**src/rtl/spi_mem_pkg.sv**
```systemverilog
// spi_mem_pkg: shared state encodings, constants and SPI mode helpers for spi_memory_gen.
package spi_mem_pkg;

    typedef enum logic [1:0] {
        IDLE   = 2'd0,
        HEADER = 2'd1,
        READ   = 2'd2,
        WRITE  = 2'd3
    } state_t;

    localparam logic RW_READ = 1'b1;

    // Sample on the rising sclk edge when CPOL == CPHA, otherwise on the falling edge.
    function automatic logic sample_on_rise(input logic [1:0] mode);
        return mode[1] ~^ mode[0];
    endfunction

endpackage

```
**src/rtl/spi_pin_sync.sv**
```systemverilog
// spi_pin_sync: multi-flop pin synchroniser with a history flop producing rise/fall strobes.
module spi_pin_sync #(
    parameter int   STAGES  = 2,
    parameter logic RST_VAL = 1'b0
) (
    input  logic clk,
    input  logic reset_n,
    input  logic pin,
    output logic level,
    output logic rise,
    output logic fall
);

    logic [STAGES-1:0] chain;
    logic              hist;

    always_ff @(posedge clk) begin
        if (!reset_n) begin
            chain <= {STAGES{RST_VAL}};
            hist  <= RST_VAL;
        end else begin
            chain <= {chain[STAGES-2:0], pin};
            hist  <= level;
        end
    end

    assign level = chain[STAGES-1];
    assign rise  = level & ~hist;
    assign fall  = ~level & hist;

endmodule

```
**src/rtl/spi_memory_gen.sv**
```systemverilog
// spi_memory_gen: parametrised SPI-slave memory with burst auto-increment, wrap and abort detection.
module spi_memory_gen
    import spi_mem_pkg::*;
#(
    parameter int ADDR_W      = 7,
    parameter int DATA_W      = 8,
    parameter int MODE        = 0,
    parameter int SYNC_STAGES = 2
) (
    input  logic       clk,
    input  logic       reset_n,
    input  logic       sclk_pin,
    input  logic       cs_pin,
    input  logic       mosi_pin,
    output logic       miso_pin,
    output logic       miso_oe,
    output logic       busy,
    output logic       frame_err,
    output logic [1:0] dbg_state
);

    localparam logic CPOL        = (MODE & 2) != 0;
    localparam logic SAMPLE_RISE = sample_on_rise(2'(MODE));
    localparam int   BC_W        = $clog2((ADDR_W + 1 > DATA_W ? ADDR_W + 1 : DATA_W) + 1);
    localparam int   ST_W        = $clog2(SYNC_STAGES + 1);

    logic sclk_level, sclk_rise, sclk_fall;
    logic cs_level, cs_rise, cs_fall;
    logic mosi, mosi_rise, mosi_fall;

    spi_pin_sync #(.STAGES(SYNC_STAGES), .RST_VAL(CPOL)) u_sclk (
        .clk(clk), .reset_n(reset_n), .pin(sclk_pin),
        .level(sclk_level), .rise(sclk_rise), .fall(sclk_fall)
    );
    spi_pin_sync #(.STAGES(SYNC_STAGES), .RST_VAL(1'b1)) u_cs (
        .clk(clk), .reset_n(reset_n), .pin(cs_pin),
        .level(cs_level), .rise(cs_rise), .fall(cs_fall)
    );
    spi_pin_sync #(.STAGES(SYNC_STAGES), .RST_VAL(1'b0)) u_mosi (
        .clk(clk), .reset_n(reset_n), .pin(mosi_pin),
        .level(mosi), .rise(mosi_rise), .fall(mosi_fall)
    );

    logic unused_ok;
    assign unused_ok = &{1'b0, sclk_level, mosi_rise, mosi_fall};

    state_t            state, state_n;
    logic [BC_W-1:0]   bitcnt;
    logic [ADDR_W-1:0] addr, hdr, rd_addr;
    logic [DATA_W-1:0] tx_reg, rx_reg, ram_q;
    logic              rd_pend, wr_pend, armed;
    logic [ST_W-1:0]   settle;
    logic              sample_stb, shift_stb, cs_start;
    logic              hdr_done, word_rd, word_wr, mem_re;
    logic [DATA_W-1:0] mem [2**ADDR_W];

    assign sample_stb = SAMPLE_RISE ? sclk_rise : sclk_fall;
    assign shift_stb  = SAMPLE_RISE ? sclk_fall : sclk_rise;
    // A fall only counts once cs has been seen high after reset, so a reset mid-frame needs a fresh frame.
    assign cs_start   = cs_fall & armed;
    assign hdr_done   = state == HEADER && sample_stb && !cs_rise && bitcnt == BC_W'(ADDR_W);
    assign word_rd    = state == READ && shift_stb && !cs_rise && bitcnt == BC_W'(DATA_W - 1);
    assign word_wr    = state == WRITE && sample_stb && !cs_rise && bitcnt == BC_W'(DATA_W - 1);
    assign mem_re     = (hdr_done && mosi == RW_READ) || word_rd;
    assign rd_addr    = hdr_done ? hdr : addr + 1'b1;
    assign busy       = state != IDLE;
    assign dbg_state  = state;

    always_comb begin
        state_n = state;
        if (cs_rise)
            state_n = IDLE;
        else if (state == IDLE && cs_start)
            state_n = HEADER;
        else if (hdr_done)
            state_n = (mosi == RW_READ) ? READ : WRITE;
    end

    always_ff @(posedge clk) begin
        if (!reset_n)
            state <= IDLE;
        else
            state <= state_n;
    end

    always_ff @(posedge clk) begin
        if (!reset_n) begin
            bitcnt    <= '0;
            addr      <= '0;
            hdr       <= '0;
            tx_reg    <= '0;
            rx_reg    <= '0;
            rd_pend   <= 1'b0;
            wr_pend   <= 1'b0;
            miso_pin  <= 1'b0;
            miso_oe   <= 1'b0;
            frame_err <= 1'b0;
            armed     <= 1'b0;
            settle    <= '0;
        end else begin
            frame_err <= cs_rise && state != IDLE && bitcnt != '0;
            miso_oe   <= state_n == READ;
            rd_pend   <= mem_re;
            wr_pend   <= word_wr;
            settle    <= (settle == ST_W'(SYNC_STAGES)) ? settle : settle + 1'b1;
            armed     <= armed | ((settle == ST_W'(SYNC_STAGES)) & cs_level);
            if (rd_pend)
                tx_reg <= ram_q;
            if (wr_pend)
                addr <= addr + 1'b1;
            if (cs_rise || (state == IDLE && cs_start)) begin
                bitcnt <= '0;
            end else if (state == HEADER && sample_stb) begin
                hdr    <= {hdr[ADDR_W-2:0], mosi};
                bitcnt <= hdr_done ? '0 : bitcnt + 1'b1;
                if (hdr_done)
                    addr <= hdr;
            end else if (state == READ && shift_stb) begin
                miso_pin <= tx_reg[DATA_W-1];
                tx_reg   <= tx_reg << 1;
                bitcnt   <= word_rd ? '0 : bitcnt + 1'b1;
                if (word_rd)
                    addr <= addr + 1'b1;
            end else if (state == WRITE && sample_stb) begin
                rx_reg <= {rx_reg[DATA_W-2:0], mosi};
                bitcnt <= word_wr ? '0 : bitcnt + 1'b1;
            end
        end
    end

    // Completed words commit one clk after the last bit, so a cs rise from then on cannot lose them.
    always_ff @(posedge clk) begin
        if (wr_pend)
            mem[addr] <= rx_reg;
        if (mem_re)
            ram_q <= mem[rd_addr];
    end

endmodule
```
**config.mk**
```make
export PLATFORM = sky130hd
export DESIGN_NAME = spi_memory_gen
export DESIGN_NICKNAME = d
export VERILOG_FILES = /design/src/rtl/spi_mem_pkg.sv /design/src/rtl/spi_pin_sync.sv /design/src/rtl/spi_memory_gen.sv
export SDC_FILE = /design/constraint.sdc
export NUM_CORES = 1
export LEC_CHECK = 0
export CORE_MARGIN = 2
export CORE_UTILIZATION = 48
export CTS_CLUSTER_SIZE = 14
export DETAILED_ROUTE_END_ITERATION = 10
export PLACE_DENSITY_LB_ADDON = 0.08
export SLEW_MARGIN = 20
export SYNTH_ARGS = -nofsm -noshare
export SYNTH_HDL_FRONTEND = slang
export SYNTH_SLANG_ARGS = --single-unit
```
**constraint.sdc**
```tcl
create_clock -name clk -period 2.6 [get_ports clk]
set_input_delay 0.26 -clock clk [delete_from_list [all_inputs] [get_ports clk]]
set_output_delay 0.26 -clock clk [all_outputs]
set_load 0.01 [all_outputs]
```
; Yosys cells after proc, flatten, opt, wreduce, memory -nomap -nowiden
; Memories as Yosys holds them, arrays and structs flattened. A register that Yosys moved wholly into a read port is not among the register bits.
; Cells that the tools add are included.
[totals]
regBits = 52
latch_bits = 0
mem_bits_rw = 1024
romBits = 0
input_bits = 5
n_memories = 1
[classes]
addsub = 3
multipliers = 0
n_div = 0
magnitude_cmp = 0
eq_ne = 6
shifts = 0
mux = 23
n_bitwise = 15
n_reduce_logical = 24
[mem_list]
columns = memory, words, width, rd, rd_ports_with_merged_regs, wr, line
row1 = mem, 128, 8, 1, 1, 1, spi_memory_gen.sv:55  ; logic [DATA_W-1:0] mem [2**ADDR_W];
[op_table]
columns = cell, count
row1 = 2-to-1 mux 7 bit, 7
row2 = 2-to-1 mux 8 bit, 4
row3 = 2-to-1 mux 4 bit, 6
row4 = logical AND 1 bit, 13
row5 = == test 2 bit (second input constant), 4
row6 = inverter 1 bit, 8
row7 = adder 7 x 1 -> 7 bit (second input constant), 1
row8 = bitwise AND 1 bit, 6
row9 = 2-to-1 mux 2 bit, 3
row10 = adder 4 x 1 -> 4 bit (second input constant), 1
row11 = == test 4 x 3 -> 1 bit (second input constant), 1
row12 = AND reduction 4 bit, 1
row13 = nonzero test 4 bit, 1
row14 = 2-to-1 mux 1 bit, 3
row15 = AND reduction 3 bit, 1
row16 = nonzero test 3 bit, 1
row17 = adder 2 x 1 -> 2 bit (second input constant), 1
row18 = == test 2 x 1 -> 1 bit (second input constant), 1
row19 = logical NOT 2 bit, 1
row20 = logical OR 1 bit, 2
row21 = AND reduction 2 bit, 1
row22 = nonzero test 2 bit, 1
row23 = OR reduction 2 bit, 1
row24 = logical NOT 1 bit, 1
row25 = bitwise OR 1 bit, 1

; Depth between registers and ports, before layout
; Gate-level depths: netlist (run 1).
[depth]
depth_word = 9
mapped_depth = 14
mapped_depth_nobuf = 9

; Hierarchy
; A second synthesis (run 1) with hierarchy kept.
[hier_totals]
hier_cells = 3181
area_unflattened_um2 = 45015.7
[modules_own_cells]
columns = mod, instances, cells_per_inst, area_each_um2, seq_area_each_um2
row1 = spi_memory_gen, 1, 3157, 44741.7, 31870.6
row2 = spi_pin_sync, 3, 8, 91.3, 60.1

; Worst setup path after synthesis (run 1)
; Ideal clock, no wire load.
[synth_timing]
path_type = register -> register
start = register bitcnt[0]
end = register ram_q[2] (read register of mem), data pin
setup_time_ns = 0.270
arrival_ns = 2.487
t_required_ns = 2.330
setup_slack_ns = -0.157
stages_incl_launch_ff = 13
n_path_buf = 3
period_less_slack_ns = 2.757
cell_sequence = dfxtp_1 > ha_1 > and3b_1 > buf_4 > nand4_2 > nand2_2 > buf_6 > buf_2 > mux2_2 > a222oi_1 > nand4_1 > o41ai_1 > nor4_2
[synth_between]
elab_chain_cells = 4
elab_cells_between_ends = 6
[synth_rtl]
columns = element, line
row1 = start: declaration, spi_memory_gen.sv:48  ; logic [BC_W-1:0] bitcnt;
row2 = start signal: assignment, spi_memory_gen.sv:115  ; bitcnt <= hdr_done ? '0 : bitcnt + 1'b1;
row3 = start signal: assignment, spi_memory_gen.sv:121  ; bitcnt <= word_rd ? '0 : bitcnt + 1'b1;
row4 = start signal: assignment, spi_memory_gen.sv:126  ; bitcnt <= word_wr ? '0 : bitcnt + 1'b1;
row5 = == test 4 x 3 -> 1 bit *, "spi_memory_gen.sv:61, spi_memory_gen.sv:62"
row6 = logical AND 1 bit, spi_memory_gen.sv:61  ; assign hdr_done = state == HEADER && sample_stb && !cs_rise && bitcnt == BC_W'(ADDR_W);
row7 = logical AND 1 bit, spi_memory_gen.sv:64  ; assign mem_re = (hdr_done && mosi == RW_READ) || word_rd;
row8 = logical OR 1 bit, spi_memory_gen.sv:64
row9 = end: declaration, spi_memory_gen.sv:50  ; logic [DATA_W-1:0] tx_reg, rx_reg, ram_q;
; Every way passes the cells marked *; elsewhere a longest branch is shown, timed or not.
; A chain may end at the register's enable or synchronous reset.

; Worst setup path after layout (run 1)
[layout_timing]
start = register u_sclk.hist
end = register ram_q[2] (read register of mem), data pin
[layout_between]
elab_chain_cells = 7
elab_cells_between_ends = 12
[layout_rtl]
columns = element, line
row1 = start: declaration, spi_pin_sync.sv:15  ; logic hist;
row2 = start signal: assignment, spi_pin_sync.sv:23  ; hist <= level;
row3 = inverter 1 bit, spi_pin_sync.sv:28  ; assign rise = level & ~hist;
row4 = bitwise AND 1 bit, spi_pin_sync.sv:28
row5 = logical AND 1 bit (3 in a row), spi_memory_gen.sv:61
row6 = logical AND 1 bit, spi_memory_gen.sv:64
row7 = logical OR 1 bit, spi_memory_gen.sv:64
; Parallel ways exist; a longest one is shown, timed or not.

==> results of run 1 <==
layout make-up:
| class | instances | share of cell area |
|---|---|---|
| timing repair buffer | 581 | 0.103 |
| clock buffer | 142 | 0.0551 |
| multi-input combinational | 1651 | 0.216 |
| tap | 1186 | 0.0272 |
| sequential | 1084 | 0.589 |
| antenna | 1 | 0.0000459 |
| clock inverter | 62 | 0.00939 |
| inverter | 10 | 0.000689 |
metal layers:
metal / wire, um / up-vias
li1: - / 12539
met1: 54200 / 14316
met2: 61500 / 1069
met3: 9500 / 203
met4: 4330 / 0
met5: 0 / -
timing repair:
item,CTS,global route
pin swaps,42,34
gates resized for setup,120,77
cloned,6,5
endpoints found under the setup margin,8,8
buffers inserted,18,28
power by group:
| group | switching, mW | internal (mW) |
|---|---|---|
| combinational | 0.0624 | 0.0616 |
| clock | 6.61 | 8.89 |
| sequential | 0.0150 | 18.8 |
logic make-up after synthesis:
family	count (synthesis)	synth area share
mux	270	0.0635
buf+inv	210	0.0254
xor+xnor	8	0.00159
fa+ha+maj	4	0.00113
flops	1084	0.725
compound gates	503	0.0876
simple gates	865	0.0954
metrics by stage:
step	util	cells	setup slack [ns]	TNS [ns]
global placement	0.540	4459	-1.06	-7.17
detailed placement	0.540	4459	-1.06	-7.59
floorplan	-	2944	0.00128	0
finish	0.596	4717	-0.708	-5.12
global route	0.596	4717	-0.788	-5.66
CTS	0.588	4684	-0.673	-4.99
worst paths after layout:
kind,from,endpoint,slack [ns],cells past startpoint
max,u_sclk.hist$_SDFF_PN0_,ram_q[2]$_DFFE_PP_,-0.71,12
min,cs_pin,u_cs.chain[0]$_SDFF_PN1_,0.14,2
max reg2reg,u_sclk.hist$_SDFF_PN0_,ram_q[2]$_DFFE_PP_,-0.71,12
min reg2reg,u_mosi.chain[0]$_SDFF_PN0_,u_mosi.chain[1]$_SDFF_PN0_,0.45,1
layout by cell type, fill, tap and decap left out, drive strengths merged, types with 25 or more instances in the layout:
cell	n
a211oi	134
a21oi	36
dfxtp	52
and3	139
nor2	167
clkinv	47
nand3	108
mux2i	200
nand2	321
o22ai	37
nand4	25
a211o	31
mux2	70
edfxtp	1032
clkbuf	148
a311oi	30
o21ai	50
buf	563
worst reg2reg max path: cells and delay by family (launching register included):
| kind | cells | cell delay (ns) |
|---|---|---|
| AOI/OAI and AO/OA | 3 | 0.62 |
| buffers and inverters | 4 | 0.85 |
| DFF | 1 | 0.33 |
| and+or+nand+nor | 5 | 1.36 |
==> results_dict.tcl, run 1 <==
set metrics [dict create \
    cts_tree "yes" \
    fin_nets 3450 \
    grtUsageMet1 0.377 \
    htree_levels 3 \
    worstSkewPairLatency_ns 0.71 \
    grt_first_pass_wirelength_mm 186 \
    cp_cell_sequence "nand4bb_4 > buf_6 > o31ai_4 > buf_4 > buf_6 > buf_16 > and3_1 > a211oi_1 > a211oi_1 > or4_4 > nand4_1 > nor4_2" \
    seq_area_frac_synth 0.725 \
    die-area_mm2 0.0944 \
    cap_violations 0 \
    async_flop_share 0 \
    cp_slowest_cell "a211oi_1" \
    dpl_cell_area_mm2 0.0493 \
    critPathKind "flip-flop to flip-flop" \
    viasPerCell 5.96 \
    vdd_drop_max_mv 0.551 \
    yosys-top-cells-count "edfxtp_1 (1,032), nand2_1 (318), mux2i_1 (199)" \
    end_kind "flip-flop" \
    io_buffers 10 \
    gr-total-overflow 0 \
    synthCells 2944 \
    cts_made_buffers 113 \
    status "finished with violations" \
    ys.flop_type "edfxtp_1" \
    p_leak_nw 18.6 \
    core_mm2 0.0914 \
    place.gp.congestion 0.891 \
    fin_area_mm2 0.0545 \
    layout-drive-gt1-share 0.268 \
    fp.dieW_um 307 \
    setup_viol 8 \
    clkTransAtPathRegs_ns 0.06 \
    ys_warn_count 0 \
    synth_area_per_cell_um2 15.0 \
    grt_use_total 0.270 \
    area_growth_pct 23.4 \
    synthesis.nets 2953 \
    max_slew_margin 0.454 \
    synth-edff-count 1032 \
    routed_wl_mm 130 \
    cp_max_fo 34 \
    cpPeakStageDelay_ns 0.37 \
    required_ns 3.13 \
    die-height_um 307 \
    multi_input_area_mm2 0.0118 \
    largest_reg_flops 1024 \
    first_pass_iters 5 \
    ys_ff_latch 1084 \
    pwr_density_cell_mw_per_mm2 633 \
    clock_path_buffers 3 \
    hp-class "input pin to flip-flop" \
    top_usage_layer "met2" \
    grt_max_degree 131 \
    cts_sinks 1084 \
    finalWorstPathRequiredPeriod_ns 3.31 \
    fill_cells 7067 \
    rsz0062_at_grt "true" \
    drc 0 \
    clock_skew_ns 0.0288 \
    initial_core_util 0.483 \
    tightest_slew_ns 0.818 \
    hold_buffers 0 \
    grt_pass1_vias 27676 \
    final_antenna_net_count 0 \
    synth_most_common_cell "edfxtp_1" \
    crit_family "simple AND/OR/NAND/NOR gates" \
    via_count 28127 \
    violations "negative setup slack" \
    synth.distinct_cells 84 \
    dpl.hpwl_mm 82.5 \
    regArea_mm2 0.0321 \
    use_met3 0.0387 \
    crit_arrival_ns 3.83 \
    synth_largest_type_area_fraction 0.702 \
    largest-register "mem" \
    rows 111 \
    yosys-top-cells-area "edfxtp_1 (70%), mux2i_1 (4.5%), nand2_1 (2.7%)" \
    fmax_mhz 302 \
    antenna_found_initial 1 \
    synth_area_mm2 0.0442 \
    pin_count 11 \
    clock_tree.root_cell "clkbuf_16" \
    use_met2 0.435 \
    holdWs_ns 0.139 \
    cp-start-kind "flip-flop" \
    total_power_mw 34.5 \
    critPathBufInv 4 \
    worst_slack_ns -0.708 \
    yosysTopAreaCell "edfxtp_1" \
    hold_viol_final 0 \
    wire_per_inst_um 27.5 \
    final.period_utilization 1.27 \
    slew_violations 0 \
    drt_iter0_drc 3171 \
]
No activity file was read; power rests on OpenSTA's default activity.
==> inputs of run 2 (changes only) <==
--- a/config.mk
+++ b/config.mk
@@ -10,6 +10,8 @@
 export CTS_CLUSTER_SIZE = 14
 export DETAILED_ROUTE_END_ITERATION = 10
 export PLACE_DENSITY_LB_ADDON = 0.08
+export REMOVE_ABC_BUFFERS = 1
+export SKIP_CTS_REPAIR_TIMING = 1
 export SLEW_MARGIN = 20
 export SYNTH_ARGS = -nofsm -noshare
 export SYNTH_HDL_FRONTEND = slang
==> results_dict.tcl, run 2 (synthesized netlist as in run 1, its figures left out) <==
set metrics [dict create \
    status "finished with violations" \
    violations "negative setup slack" \
    rsz0062_at_grt "true" \
    slew_violations 0 \
    dpl.hpwl_mm 85.1 \
    reg2reg_from "bitcnt[1]$_SDFFE_PP0P_" \
    grt_use_total 0.270 \
    hp-class "input pin to flip-flop" \
    fmax_mhz 301 \
    place.gp.congestion 0.922 \
    largest_reg_flops 1024 \
    core_mm2 0.0914 \
    clock_tree.root_cell "clkbuf_16" \
    required_ns 3.04 \
    pwr_density_cell_mw_per_mm2 651 \
    fill_cells 6919 \
    drt_iter0_drc 3270 \
    final_antenna_net_count 0 \
    viasPerCell 6.02 \
    r2r_slack_ns -0.72 \
    clock_path_buffers 3 \
    hold_end "u_sclk.chain[0]$_SDFF_PN0_" \
    min_path_cells 2 \
    routed_wl_mm 132 \
    total_power_mw 35.9 \
    area_growth_pct 25.0 \
    grt_pass1_vias 27613 \
    cap_violations 0 \
    max_slew_margin 0.456 \
    utilization 0.604 \
    cp_max_fo 16 \
    clkTransAtPathRegs_ns 0.06 \
    finalWorstPathRequiredPeriod_ns 3.32 \
    hold_viol_final 0 \
    io_buffers 10 \
    cts_tree "yes" \
    cts_sinks 1084 \
    antenna_found_initial 3 \
    critPathKind "flip-flop to flip-flop" \
    worst_slack_ns -0.718 \
    r2r_end "ram_q[4]$_DFFE_PP_" \
    dpl_cell_area_mm2 0.0494 \
    die-area_mm2 0.0944 \
    fp.dieW_um 307 \
    pin_count 11 \
    wire_per_inst_um 27.8 \
    die-height_um 307 \
    min-delay-start "sclk_pin" \
    cts_made_buffers 113 \
    layout-drive-gt1-share 0.278 \
    layout_common_cells "edfxtp_1 (1,032), buf_4 (482), nand2_1 (318)" \
    fin_nets 3475 \
    htree_levels 3 \
    setup_viol 8 \
    r2r_cells 12 \
    initial_core_util 0.483 \
    first_pass_iters 5 \
    worstSkewPairLatency_ns 0.72 \
    final.period_utilization 1.28 \
    crit_arrival_ns 3.76 \
    final_common_cell "edfxtp_1" \
    p_leak_nw 18.9 \
    fin_area_mm2 0.0552 \
    grt_max_degree 131 \
    via_count 28618 \
    clock_skew_ns 0.0323 \
    drc 0 \
    gr-total-overflow 0 \
    grt_first_pass_wirelength_mm 187 \
    rows 111 \
    vdd_drop_max_mv 0.516 \
    cp-start-kind "flip-flop" \
    end_kind "flip-flop" \
    tightest_slew_ns 0.817 \
    largest-register "mem" \
]
run 2: cell count changes in the layout (fill, tap and decap cells not counted), moves of 5 or more:
cell / change
buf_4: +29
bufinv_16: +12
buf_6: -10
clkbuf_16: +9
a211oi_1: -5
a31oi_4: +5
buf_12: +5
buf_8: -5
inv_6: +5
run 2: report_power, final:
| group | switching, mW | total, mW | internal, mW |
|---|---|---|---|
| registers | 0.0133 | 18.8 | 18.8 |
| logic | 0.0583 | 0.119 | 0.0603 |
| clock network | 6.86 | 17.0 | 10.1 |
run 2: critical path, stage by stage (launching register included):
cell       delay (ns)
dfxtp_2          0.36
ha_4             0.16
and3b_2          0.31
buf_6            0.15
nand4_4          0.14
nand2_8          0.16
clkbuf_16        0.19
buf_6            0.20
mux2_2           0.37
a221oi_2         0.37
o221ai_4         0.26
nand4_1          0.27
nor4_2           0.07
run 2: worst max path at each step:
stage	start	endpoint	slack [ns]	cells past startpoint
2_1_floorplan	dbg_state[0]$_SDFF_PN0_	ram_q[2]$_DFFE_PP_	-7.24	8
3_3_place_gp	bitcnt[0]$_SDFFE_PP0P_	ram_q[4]$_DFFE_PP_	-1.37	10
3_5_place_dp	bitcnt[1]$_SDFFE_PP0P_	ram_q[2]$_DFFE_PP_	-1.37	10
4_1_cts	bitcnt[0]$_SDFFE_PP0P_	ram_q[2]$_DFFE_PP_	-1.42	10
5_1_grt	bitcnt[1]$_SDFFE_PP0P_	ram_q[4]$_DFFE_PP_	-0.77	14
6_report	bitcnt[1]$_SDFFE_PP0P_	ram_q[4]$_DFFE_PP_	-0.72	12
run 2: through the flow:
step	instances	TNS, ns	setup slack (ns)	hold WS (ns)
after floorplan	2744	-57.61	-7.24	0.333
after global routing	4754	-5.87	-0.774	0.121
after global placement	4465	-9.47	-1.37	0.403
after detailed placement	4465	-9.24	-1.37	0.403
final	4755	-5.36	-0.718	0.134
after CTS	4681	-9.59	-1.42	0.0953
run 2: area by class of cell:
cell class | count | area [um^2] | share of cell area
Sequential cell | 1084 | 32100 | 0.581
Clock inverter | 79 | 952 | 0.0172
Inverter | 10 | 37.5 | 0.000680
Multi-Input combinational cell | 1651 | 11800 | 0.214
Timing Repair Buffer | 606 | 5880 | 0.107
Antenna cell | 2 | 5.00 | 0.0000906
Tap cell | 1186 | 1480 | 0.0269
Clock buffer | 137 | 2960 | 0.0536
run 2: per-layer routing:
layer | part of all wire | up-vias | track usage
met4 | 0.032 | 0 | 0.0835
met5 | 0 | - | 0
met3 | 0.080 | 238 | 0.0404
met1 | 0.41 | 14534 | 0.383
met2 | 0.47 | 1236 | 0.434
li1 | - | 12610 | -
